### src/rtl/alu_issue_ctrl_pkg.sv
// -----------------------------------------------------------------------------
// alu_issue_ctrl_pkg
// Shared definitions for the Kolache ALU front-end: opcode encoding, FSM state
// encoding and the default operand width.
// -----------------------------------------------------------------------------
package alu_issue_ctrl_pkg;

  localparam int ALU_WIDTH_DEFAULT = 32;

  typedef enum logic [2:0] {
    OP_AND = 3'b000,
    OP_OR  = 3'b001,
    OP_XOR = 3'b010,
    OP_ADD = 3'b011,
    OP_SUB = 3'b100,
    OP_MUL = 3'b101,
    OP_SLT = 3'b110,
    OP_ILL = 3'b111
  } op_e;

  typedef enum logic [1:0] {
    S_IDLE = 2'd0,
    S_MUL  = 2'd1,
    S_DONE = 2'd2
  } state_e;

endpackage

### src/rtl/alu_issue_ctrl_logic.sv
// -----------------------------------------------------------------------------
// alu_issue_ctrl_logic
// Combinational single-cycle datapath: AND/OR/XOR, ADD, SUB, SLT and the
// illegal opcode. MUL is not handled here (result reads as zero for it).
// Ports:
//   a, b   : operands
//   op     : opcode
//   y      : result
//   zero, carry, ovf, err : flags for y
// -----------------------------------------------------------------------------
module alu_issue_ctrl_logic
  import alu_issue_ctrl_pkg::*;
#(
  parameter int WIDTH = ALU_WIDTH_DEFAULT
) (
  input  logic [WIDTH-1:0] a,
  input  logic [WIDTH-1:0] b,
  input  logic [2:0]       op,
  output logic [WIDTH-1:0] y,
  output logic             zero,
  output logic             carry,
  output logic             ovf,
  output logic             err
);

  localparam int MSB = WIDTH - 1;

  logic [WIDTH-1:0] and_v;
  logic [WIDTH-1:0] or_v;
  logic [WIDTH-1:0] xor_v;
  logic [WIDTH:0]   sum_v;
  logic [WIDTH:0]   diff_v;
  logic             slt_v;

  // Bit-sliced logic unit, one gate per bit.
  for (genvar gi = 0; gi < WIDTH; gi++) begin : g_bitwise
    assign and_v[gi] = a[gi] & b[gi];
    assign or_v[gi]  = a[gi] | b[gi];
    assign xor_v[gi] = a[gi] ^ b[gi];
  end

  // One extra bit captures carry-out / borrow.
  assign sum_v  = {1'b0, a} + {1'b0, b};
  assign diff_v = {1'b0, a} - {1'b0, b};
  assign slt_v  = $signed(a) < $signed(b);

  always_comb begin
    y     = '0;
    carry = 1'b0;
    ovf   = 1'b0;
    err   = 1'b0;
    case (op)
      OP_AND: y = and_v;
      OP_OR:  y = or_v;
      OP_XOR: y = xor_v;
      OP_ADD: begin
        y     = sum_v[WIDTH-1:0];
        carry = sum_v[WIDTH];
        ovf   = (a[MSB] == b[MSB]) && (sum_v[MSB] != a[MSB]);
      end
      OP_SUB: begin
        y     = diff_v[WIDTH-1:0];
        carry = diff_v[WIDTH];  // borrow: unsigned a < b
        ovf   = (a[MSB] != b[MSB]) && (diff_v[MSB] != a[MSB]);
      end
      OP_SLT: y = {{(WIDTH-1){1'b0}}, slt_v};
      OP_ILL: err = 1'b1;
      default: y = '0;  // MUL is computed by the sequential datapath
    endcase
  end

  assign zero = (y == '0);

endmodule

### src/rtl/alu_issue_ctrl.sv
// -----------------------------------------------------------------------------
// alu_issue_ctrl
// Sequential ALU front-end. Accepts one op through in_valid/in_ready, evaluates
// single-cycle ops via alu_issue_ctrl_logic, runs MUL as a WIDTH-cycle
// shift-add, and holds the registered result until retired downstream.
// Ports:
//   clk, rst          : clock, synchronous active-high reset
//   in_valid/in_ready : input handshake (op, a, b sampled on accept)
//   out_valid/out_ready : output handshake
//   y, zero, carry, ovf, err : registered result and flags
//   busy              : high while the multiplier is iterating
// -----------------------------------------------------------------------------
module alu_issue_ctrl
  import alu_issue_ctrl_pkg::*;
#(
  parameter int WIDTH = ALU_WIDTH_DEFAULT
) (
  input  logic             clk,
  input  logic             rst,
  input  logic             in_valid,
  output logic             in_ready,
  input  logic [2:0]       op,
  input  logic [WIDTH-1:0] a,
  input  logic [WIDTH-1:0] b,
  output logic             out_valid,
  input  logic             out_ready,
  output logic [WIDTH-1:0] y,
  output logic             zero,
  output logic             carry,
  output logic             ovf,
  output logic             err,
  output logic             busy
);

  localparam int             CW       = $clog2(WIDTH);
  localparam logic [CW-1:0]  CNT_LAST = CW'(WIDTH - 1);

  state_e           state_q;
  logic [WIDTH-1:0] mcand_q;
  logic [WIDTH-1:0] mplier_q;
  logic [WIDTH-1:0] acc_q;
  logic [WIDTH-1:0] acc_d;
  logic [CW-1:0]    cnt_q;
  logic [WIDTH-1:0] y_q;
  logic             zero_q;
  logic             carry_q;
  logic             ovf_q;
  logic             err_q;
  logic             out_valid_q;
  logic             busy_q;

  logic [WIDTH-1:0] lg_y;
  logic             lg_zero;
  logic             lg_carry;
  logic             lg_ovf;
  logic             lg_err;

  logic             accept;

  alu_issue_ctrl_logic #(.WIDTH(WIDTH)) u_logic (
    .a     (a),
    .b     (b),
    .op    (op),
    .y     (lg_y),
    .zero  (lg_zero),
    .carry (lg_carry),
    .ovf   (lg_ovf),
    .err   (lg_err)
  );

  // Gated by rst so upstream never sees ready while reset is asserted.
  assign in_ready = (state_q == S_IDLE) && !rst;
  assign accept   = in_valid && in_ready;

  // One shift-add step; the carry out of the accumulator is dropped.
  assign acc_d = mplier_q[0] ? (acc_q + mcand_q) : acc_q;

  always_ff @(posedge clk) begin
    if (rst) begin
      state_q     <= S_IDLE;
      mcand_q     <= '0;
      mplier_q    <= '0;
      acc_q       <= '0;
      cnt_q       <= '0;
      y_q         <= '0;
      zero_q      <= 1'b0;
      carry_q     <= 1'b0;
      ovf_q       <= 1'b0;
      err_q       <= 1'b0;
      out_valid_q <= 1'b0;
      busy_q      <= 1'b0;
    end else begin
      case (state_q)
        S_IDLE: begin
          if (accept) begin
            if (op == OP_MUL) begin
              mcand_q  <= a;
              mplier_q <= b;
              acc_q    <= '0;
              cnt_q    <= '0;
              busy_q   <= 1'b1;
              state_q  <= S_MUL;
            end else begin
              y_q         <= lg_y;
              zero_q      <= lg_zero;
              carry_q     <= lg_carry;
              ovf_q       <= lg_ovf;
              err_q       <= lg_err;
              out_valid_q <= 1'b1;
              state_q     <= S_DONE;
            end
          end
        end
        S_MUL: begin
          acc_q    <= acc_d;
          mcand_q  <= mcand_q << 1;
          mplier_q <= mplier_q >> 1;
          // cnt counts completed steps; the WIDTH-th step finishes the product,
          // so the counter is held there instead of wrapping.
          if (cnt_q == CNT_LAST) begin
            y_q         <= acc_d;
            zero_q      <= (acc_d == '0);
            carry_q     <= 1'b0;
            ovf_q       <= 1'b0;
            err_q       <= 1'b0;
            busy_q      <= 1'b0;
            out_valid_q <= 1'b1;
            state_q     <= S_DONE;
          end else begin
            cnt_q <= cnt_q + 1'b1;
          end
        end
        S_DONE: begin
          if (out_ready) begin
            out_valid_q <= 1'b0;
            state_q     <= S_IDLE;
          end
        end
        default: begin
          out_valid_q <= 1'b0;
          busy_q      <= 1'b0;
          state_q     <= S_IDLE;
        end
      endcase
    end
  end

  assign y         = y_q;
  assign zero      = zero_q;
  assign carry     = carry_q;
  assign ovf       = ovf_q;
  assign err       = err_q;
  assign out_valid = out_valid_q;
  assign busy      = busy_q;

endmodule
### config.mk
export PLATFORM = sky130hd
export DESIGN_NAME = alu_issue_ctrl
export DESIGN_NICKNAME = d
export VERILOG_FILES = /design/src/rtl/alu_issue_ctrl_pkg.sv /design/src/rtl/alu_issue_ctrl_logic.sv /design/src/rtl/alu_issue_ctrl.sv
export SDC_FILE = /design/constraint.sdc
export NUM_CORES = 1
export LEC_CHECK = 0
export BUFFER_PORTS_ARGS = -buffer_cell sky130_fd_sc_hd__buf_2
export CAP_MARGIN = 40
export CELL_PAD_IN_SITES_DETAIL_PLACEMENT = 1
export CELL_PAD_IN_SITES_GLOBAL_PLACEMENT = 2
export CORE_MARGIN = 1.5
export CORE_UTILIZATION = 38
export DETAILED_ROUTE_END_ITERATION = 8
export HOLD_SLACK_MARGIN = 0.06
export PLACE_DENSITY_LB_ADDON = 0.1
export SLEW_MARGIN = 15
export SYNTH_ARGS = -nofsm -noshare
export SYNTH_HDL_FRONTEND = slang
export SYNTH_SLANG_ARGS = --single-unit
### constraint.sdc
create_clock -name clk -period 7.91 [get_ports clk]
set_input_delay 0.791 -clock clk [delete_from_list [all_inputs] [get_ports clk]]
set_output_delay 0.791 -clock clk [all_outputs]
set_load 0.01 [all_outputs]
* Word-level counts from Yosys, hierarchy flattened
Cells that the tools add are included.
** Storage, ports and cells
- Flip-flop bits (word level) :: 141
- Input bits :: 71
- Output and inout port bits :: 39
** Operators by class
- $add $sub $neg :: 4
- Order comparisons :: 1
- Equality and inequality tests :: 20
- Multiplexer cells :: 49
- Bitwise gates (word level) :: 97
- Reduce and logical (&&, ||, !) cells :: 16
** Operators with widths (count)
- $mux 32 :: 10
- $pmux 32 s2 :: 4
- $pmux 32 s6 :: 1
- $logic_not 32->1 :: 2
- $add 32x32->33 :: 1
- $sub 32x32->33 :: 1
- $add 32x32->32 :: 1
- $and 1x1->1 :: 32
- $lt 32x32->1 :: 1
- $or 1x1->1 :: 32
- $xor 1x1->1 :: 32
- $mux 1 :: 17
- $reduce_and 4->1 :: 4
- $mux 5 :: 3
- $eq 3x3->1 const B :: 4
- $pmux 1 s2 :: 6
- $ne 2x2->1 const B :: 5
- $pmux 5 s2 :: 1
- $mux 2 :: 4
- $eq 3x2->1 const B :: 2
- $pmux 1 s3 :: 2
- $pmux 2 s3 :: 1
- $reduce_and 3->1 :: 2
- $add 5x1->5 const B :: 1
- other kinds (13) :: 18

* Longest topological paths before layout
- Depth after elaboration :: 7
- Depth in mapped cells :: 16
- Gate-level depth less buffers :: 16

* Modules after synthesis
A second synthesis with hierarchy kept.
** Second synthesis, totals
- Cells, all modules :: 2050
- Area total of the unflattened synthesis :: 14129.8 µm²
** Modules (own cells, without submodules)
- alu_issue_ctrl :: times used 1, cells each 1119, area an instance 8195.4 µm², seq. area each 2822.7 µm²
- alu_issue_ctrl_logic :: times used 1, cells each 931, area an instance 5934.4 µm², seq. area each 0.0 µm²

* Worst setup path after synthesis
Ideal clock, no wire load.
- Path type :: input to register
- Start point :: in a[8]
- End point :: reg zero_q, in the netlist zero
- Library setup time :: 0.060 ns
- Arrival :: 3.808 ns
- Slack :: 4.042 ns
- Stages :: 14
- Path buffers :: 1
- Cells stage by stage :: inv_1 > ha_1 > buf_6 > or4_1 > a211o_1 > a2111o_1 > nand3_2 > nor4_1 > a41oi_2 > nand3_1 > or4_1 > nor4_1 > nand4b_1 > nand2_1
** Between the ends
- Longest elaborated chain between the ends :: 6
** RTL lines
- from (decl) :: line alu_issue_ctrl.sv:23 : input logic [WIDTH-1:0] a,
- $sub 32x32->33, or another cell as far along :: line alu_issue_ctrl_logic.sv:44 : assign diff_v = {1'b0, a} - {1'b0, b};
- $pmux 32 s6 (*) :: line alu_issue_ctrl_logic.sv:52 : case (op)
- $logic_not 32->1 (*) :: line alu_issue_ctrl_logic.sv:72 : assign zero = (y == '0);
- $mux 1 (*) :: line alu_issue_ctrl.sv:96 : if (op == OP_MUL) begin
- $mux 1 (*) :: line alu_issue_ctrl.sv:95 : if (accept) begin
- $pmux 1 s2 (*) :: line alu_issue_ctrl.sv:93 : case (state_q)
- to (signal assigned) :: line alu_issue_ctrl.sv:105 : zero_q <= lg_zero;
- to (signal assigned) :: line alu_issue_ctrl.sv:122 : zero_q <= (acc_d == '0);
- to (decl) :: line alu_issue_ctrl.sv:45 : logic zero_q;
Every way passes the cells marked *; elsewhere a longest branch is shown, timed or not. The select of a mux whose other input is x is not followed.
A chain may end at the register's enable or synchronous reset.

* Final worst setup path
- Start point :: in b[0]
- End point :: reg zero_q, in the netlist zero
** Between the ends
- Longest elaborated chain between the ends :: 6
** RTL lines
- from (decl) :: line alu_issue_ctrl.sv:24 : input logic [WIDTH-1:0] b,
- $sub 32x32->33, or another cell as far along :: line alu_issue_ctrl_logic.sv:44
- $pmux 32 s6 (*) :: line alu_issue_ctrl_logic.sv:52
- $logic_not 32->1 (*) :: line alu_issue_ctrl_logic.sv:72
- $mux 1 (*) :: line alu_issue_ctrl.sv:96
- $mux 1 (*) :: line alu_issue_ctrl.sv:95
- $pmux 1 s2 (*) :: line alu_issue_ctrl.sv:93
Marked as above.

==> metrics.txt <==
CP top delay family=compound AO/OA/AOI/OAI gates; number of synthesized flops with an enable pin=0; Sw Share=roughly two fifths; Power per Cell Area=approximately 150 nW/um2; Critical Path AT=~4.9 ns; CP Depth=16; Clock Sinks=141; crit path time final=between 4 and 5 ns; asr flop ratio synth=0%; number of synthesized register bits=141; critical path endpoint category=register; Comb pwr share=a little under 30%; port bufs=109; total routed wirelength=approximately 60 mm; Final Hold Vio Count=0; Die Height=between 150 and 200 um; Area Growth Syn to Fin=10.79%; post-CTS setup buffers=0; Inst Count DP=~2400; slew margin rel.=between 40 and 50%; Post-Layout Cell Count=roughly 2400; vias in the first global route=between 10000 and 15000; critical path required time=between 8 and 9 ns; Synth Flop Type=dfxtp_1; Mean Syn Cell Area=7.062 um2; detail-routed via count per cell=~6.2; initial core utilization=approximately two fifths; slowest cell delay on critical path=about 0.54 ns; Synth warnings=0; Reg-to-Reg Start=mplier_q[0]$_SDFFE_PP0P_; peak supply drop=between 0.15 and 0.2 mV; clock power share=38.4%; Net count, final=2174; post-cts sizing count=0; final setup fails=0; Most common cell on crit path=o31ai_1; die area=around 37000 um2; Root Buffer=clkbuf_16; R2R Setup Slk=between 3 and 4 ns; CP Class=in -> reg; Mapped Area=13720 um2; hold slack=about 0.45 ns; post-synthesis sequential area ratio=between 20 and 25%; status=finished clean; routability cong.=just over 0.9; largest net degree at the start of global routing=66; Worst Skew=0.01531 ns; TritonRoute pass-1 iters=6; net switching power=887.8 uW; Critical Path Fanout Max=5; layout cells sized above 1=10.40%; Yosys cell types=around 80; leakage power=about 0.0063 uW; reg2reg end=zero$_SDFFE_PP0P_; crit path cell chain=buf_2 -> ha_1 -> inv_1 -> fa_1 -> nor2b_1 -> o2111ai_1 -> a31oi_1 -> o31ai_1 -> a21oi_1 -> nor2_1 -> o31ai_1 -> nand3_1 -> or4_1 -> nor4_1 -> nand4b_1 -> nand2_1; GRT Residual Overflow=0; Row Count=slightly below 70; crit path to=zero$_SDFFE_PP0P_; total power=2322 uW; total CTS buffers=17; Die Wd=approximately 190 um; sequential power share=about a third; CP Launch Type=input pin; max-slew violation count=0; DR WL/cell=around 25 um; I/O pins=110; clk_lat worst skew=roughly 0.46 ns; CP bufs+invs=2; initial antenna violation count=0; CTS tree=done; Reg clk slew, reported paths=around 0.080 ns; syn_nets=between 2000 and 2500; slowest CP cell=or4_1; R2R depth=13; Slew @ Worst Pin=0.8512 ns; Hold WC Path Type=reg -> reg; hpwl dp=around 46 mm; final worst-path cycle share=between 50% and 60%; P_int=~1400 uW; fillers=between 4000 and 5000; DR DRC count=0; Fmax=223.0 MHz; MaxCap Viol Count=0; initial DRC count=about 1200; Total GRT Usage=about a third; H-tree level count=4; first-pass GRT wire length=about 90 mm; routed vias=~15000; unrepaired setup endpoints after global routing=false; worst setup path startpoint=b[0]; Core Area=roughly 36000 um2; clock tree buffer depth=2; Cells after Synth=1943; Core Util, Final=about 43%; post-route ant nets=0; Setup TNS=0 ns; hold buffers post-CTS=0
## metal layers
metal  up-vias  GRT usage [%]  part of all wire, %
met5         -              0                    0
met4         0          7.988                  1.8
met3        56          3.149                  5.2
met2       403          52.27                   46
met1      7553          45.20                   47
li1       7124              -                    -
## sequential cells by signal, indices dropped and copies added (netlist names), 2 cells and up
signal and flops:
cnt_q 5, mcand_q 32, y 32, state_q 2, acc_q 32, mplier_q 32
## Yosys cell counts (6+ instances only)
| master | instances | area (um2) |
|---|---|---|
| nand2_1 | 264 | 991.0 |
| nor2_1 | 236 | 885.9 |
| a21oi_1 | 169 | 845.8 |
| dfxtp_1 | 141 | 2823 |
| ha_1 | 132 | 1652 |
| inv_1 | 116 | 435.4 |
| o21ai_0 | 105 | 525.5 |
| clkbuf_1 | 103 | 386.6 |
| a311oi_1 | 68 | 595.6 |
| nand3_1 | 34 | 170.2 |
| a22oi_1 | 32 | 240.2 |
| nor3_1 | 32 | 160.2 |
| xnor2_1 | 29 | 254.0 |
| a21o_1 | 27 | 202.7 |
| nand2b_1 | 25 | 156.4 |
| a211oi_1 | 24 | 180.2 |
| mux2i_1 | 23 | 230.2 |
| a31oi_1 | 22 | 137.6 |
| nor2b_1 | 22 | 137.6 |
| a221oi_1 | 20 | 175.2 |
| nor4_1 | 18 | 112.6 |
| o31ai_1 | 18 | 135.1 |
| o22ai_1 | 17 | 106.4 |
| nand4_1 | 16 | 100.1 |
| mux2_2 | 13 | 146.4 |
| o21a_1 | 13 | 97.59 |
| buf_1 | 12 | 45.04 |
| buf_2 | 11 | 55.05 |
| o211ai_1 | 11 | 82.58 |
| and2_1 | 10 | 62.56 |
| o221ai_1 | 10 | 87.58 |
| a221o_1 | 9 | 90.09 |
| xor2_1 | 9 | 78.83 |
| a211o_1 | 8 | 70.07 |
| or3_1 | 8 | 50.05 |
| and3_1 | 7 | 43.79 |
| o2111ai_1 | 7 | 61.31 |
| o21bai_1 | 7 | 52.55 |
| nand4b_1 | 6 | 52.55 |
| nor3b_1 | 6 | 45.04 |
| o22a_1 | 6 | 52.55 |
## through the flow
stage / area (um2) / setup WS (ns)
finish: 15200 / 3.425
global route: 15200 / 3.202
CTS: 15200 / 3.513
detailed placement: 14580 / 3.063
global placement: 14530 / 2.987
floorplan: 13720 / 4.042
## cells by family after synthesis
kind of cell / after synthesis / share of synthesized area, %
AND/OR/NAND/NOR: 708 / 23.06
flip-flops: 141 / 20.57
multiplexers: 36 / 2.745
adder cells (fa/ha/maj): 135 / 12.47
XOR/XNOR: 38 / 2.425
AO/OA/AOI/OAI: 640 / 31.87
buffers and inverters: 245 / 6.857
## power groups by stage
stage | Clock [uW] | Combinational (uW) | Sequential (uW)
2_1_floorplan | 0 | 425 | 763
3_3_place_gp | 0 | 652 | 768
3_5_place_dp | 0 | 660 | 768
4_1_cts | 906 | 666 | 752
5_1_grt | 935 | 734 | 754
6_report | 892 | 678 | 751
## tightest hold or removal path, delay by kind of cell, from the launching register on
family / cells / cell delay (ns)
compound gates: 1 / 0.05
flops: 1 / 0.31
simple gates: 1 / 0.05
## how the worst min path moves through the flow
stage / from / to / cells past startpoint
after floorplan: acc_q[12]$_SDFFE_PP0P_ / acc_q[12]$_SDFFE_PP0P_ / 2
after global placement: y[18]$_SDFFE_PP0P_ / y[18]$_SDFFE_PP0P_ / 2
after detailed placement: y[28]$_SDFFE_PP0P_ / y[28]$_SDFFE_PP0P_ / 2
after CTS: y[28]$_SDFFE_PP0P_ / y[28]$_SDFFE_PP0P_ / 2
after global routing: y[9]$_SDFFE_PP0P_ / y[9]$_SDFFE_PP0P_ / 2
final: y[7]$_SDFFE_PP0P_ / y[7]$_SDFFE_PP0P_ / 2
## placed cells by master (no fill, tap or decap), types with 18 or more instances in the layout
master / Yosys / routed
nand3_1: 34 / 34
nand2b_1: 25 / 24
inv_1: 116 / 116
o21ai_0: 105 / 105
o31ai_1: 18 / 18
a22oi_1: 32 / 32
mux2i_1: 23 / 23
a311oi_1: 68 / 68
nor2_1: 236 / 234
a211oi_1: 24 / 24
nand2_1: 264 / 264
a221oi_1: 20 / 20
xnor2_1: 29 / 29
buf_2: 11 / 110
a21o_1: 27 / 26
buf_4: 0 / 20
nor4_1: 18 / 18
nor3_1: 32 / 32
a21oi_1: 169 / 168
a31oi_1: 22 / 22
ha_1: 132 / 132
nor2b_1: 22 / 21
dfxtp_1: 141 / 140
## cell type report
class                      instances  area (um2)  share of cell area, %
inverter                         118       442.9                  2.914
multi-input combinational       1557        9993                  65.74
antenna                            1       2.502                0.01646
sequential                       141        2824                  18.58
clock inverter                    15       193.9                  1.276
tap                              461       576.8                  3.794
clock buffer                      17       425.4                  2.798
timing repair buffer             133       743.2                  4.889
Note: power is estimated with default switching activity, not from simulation.
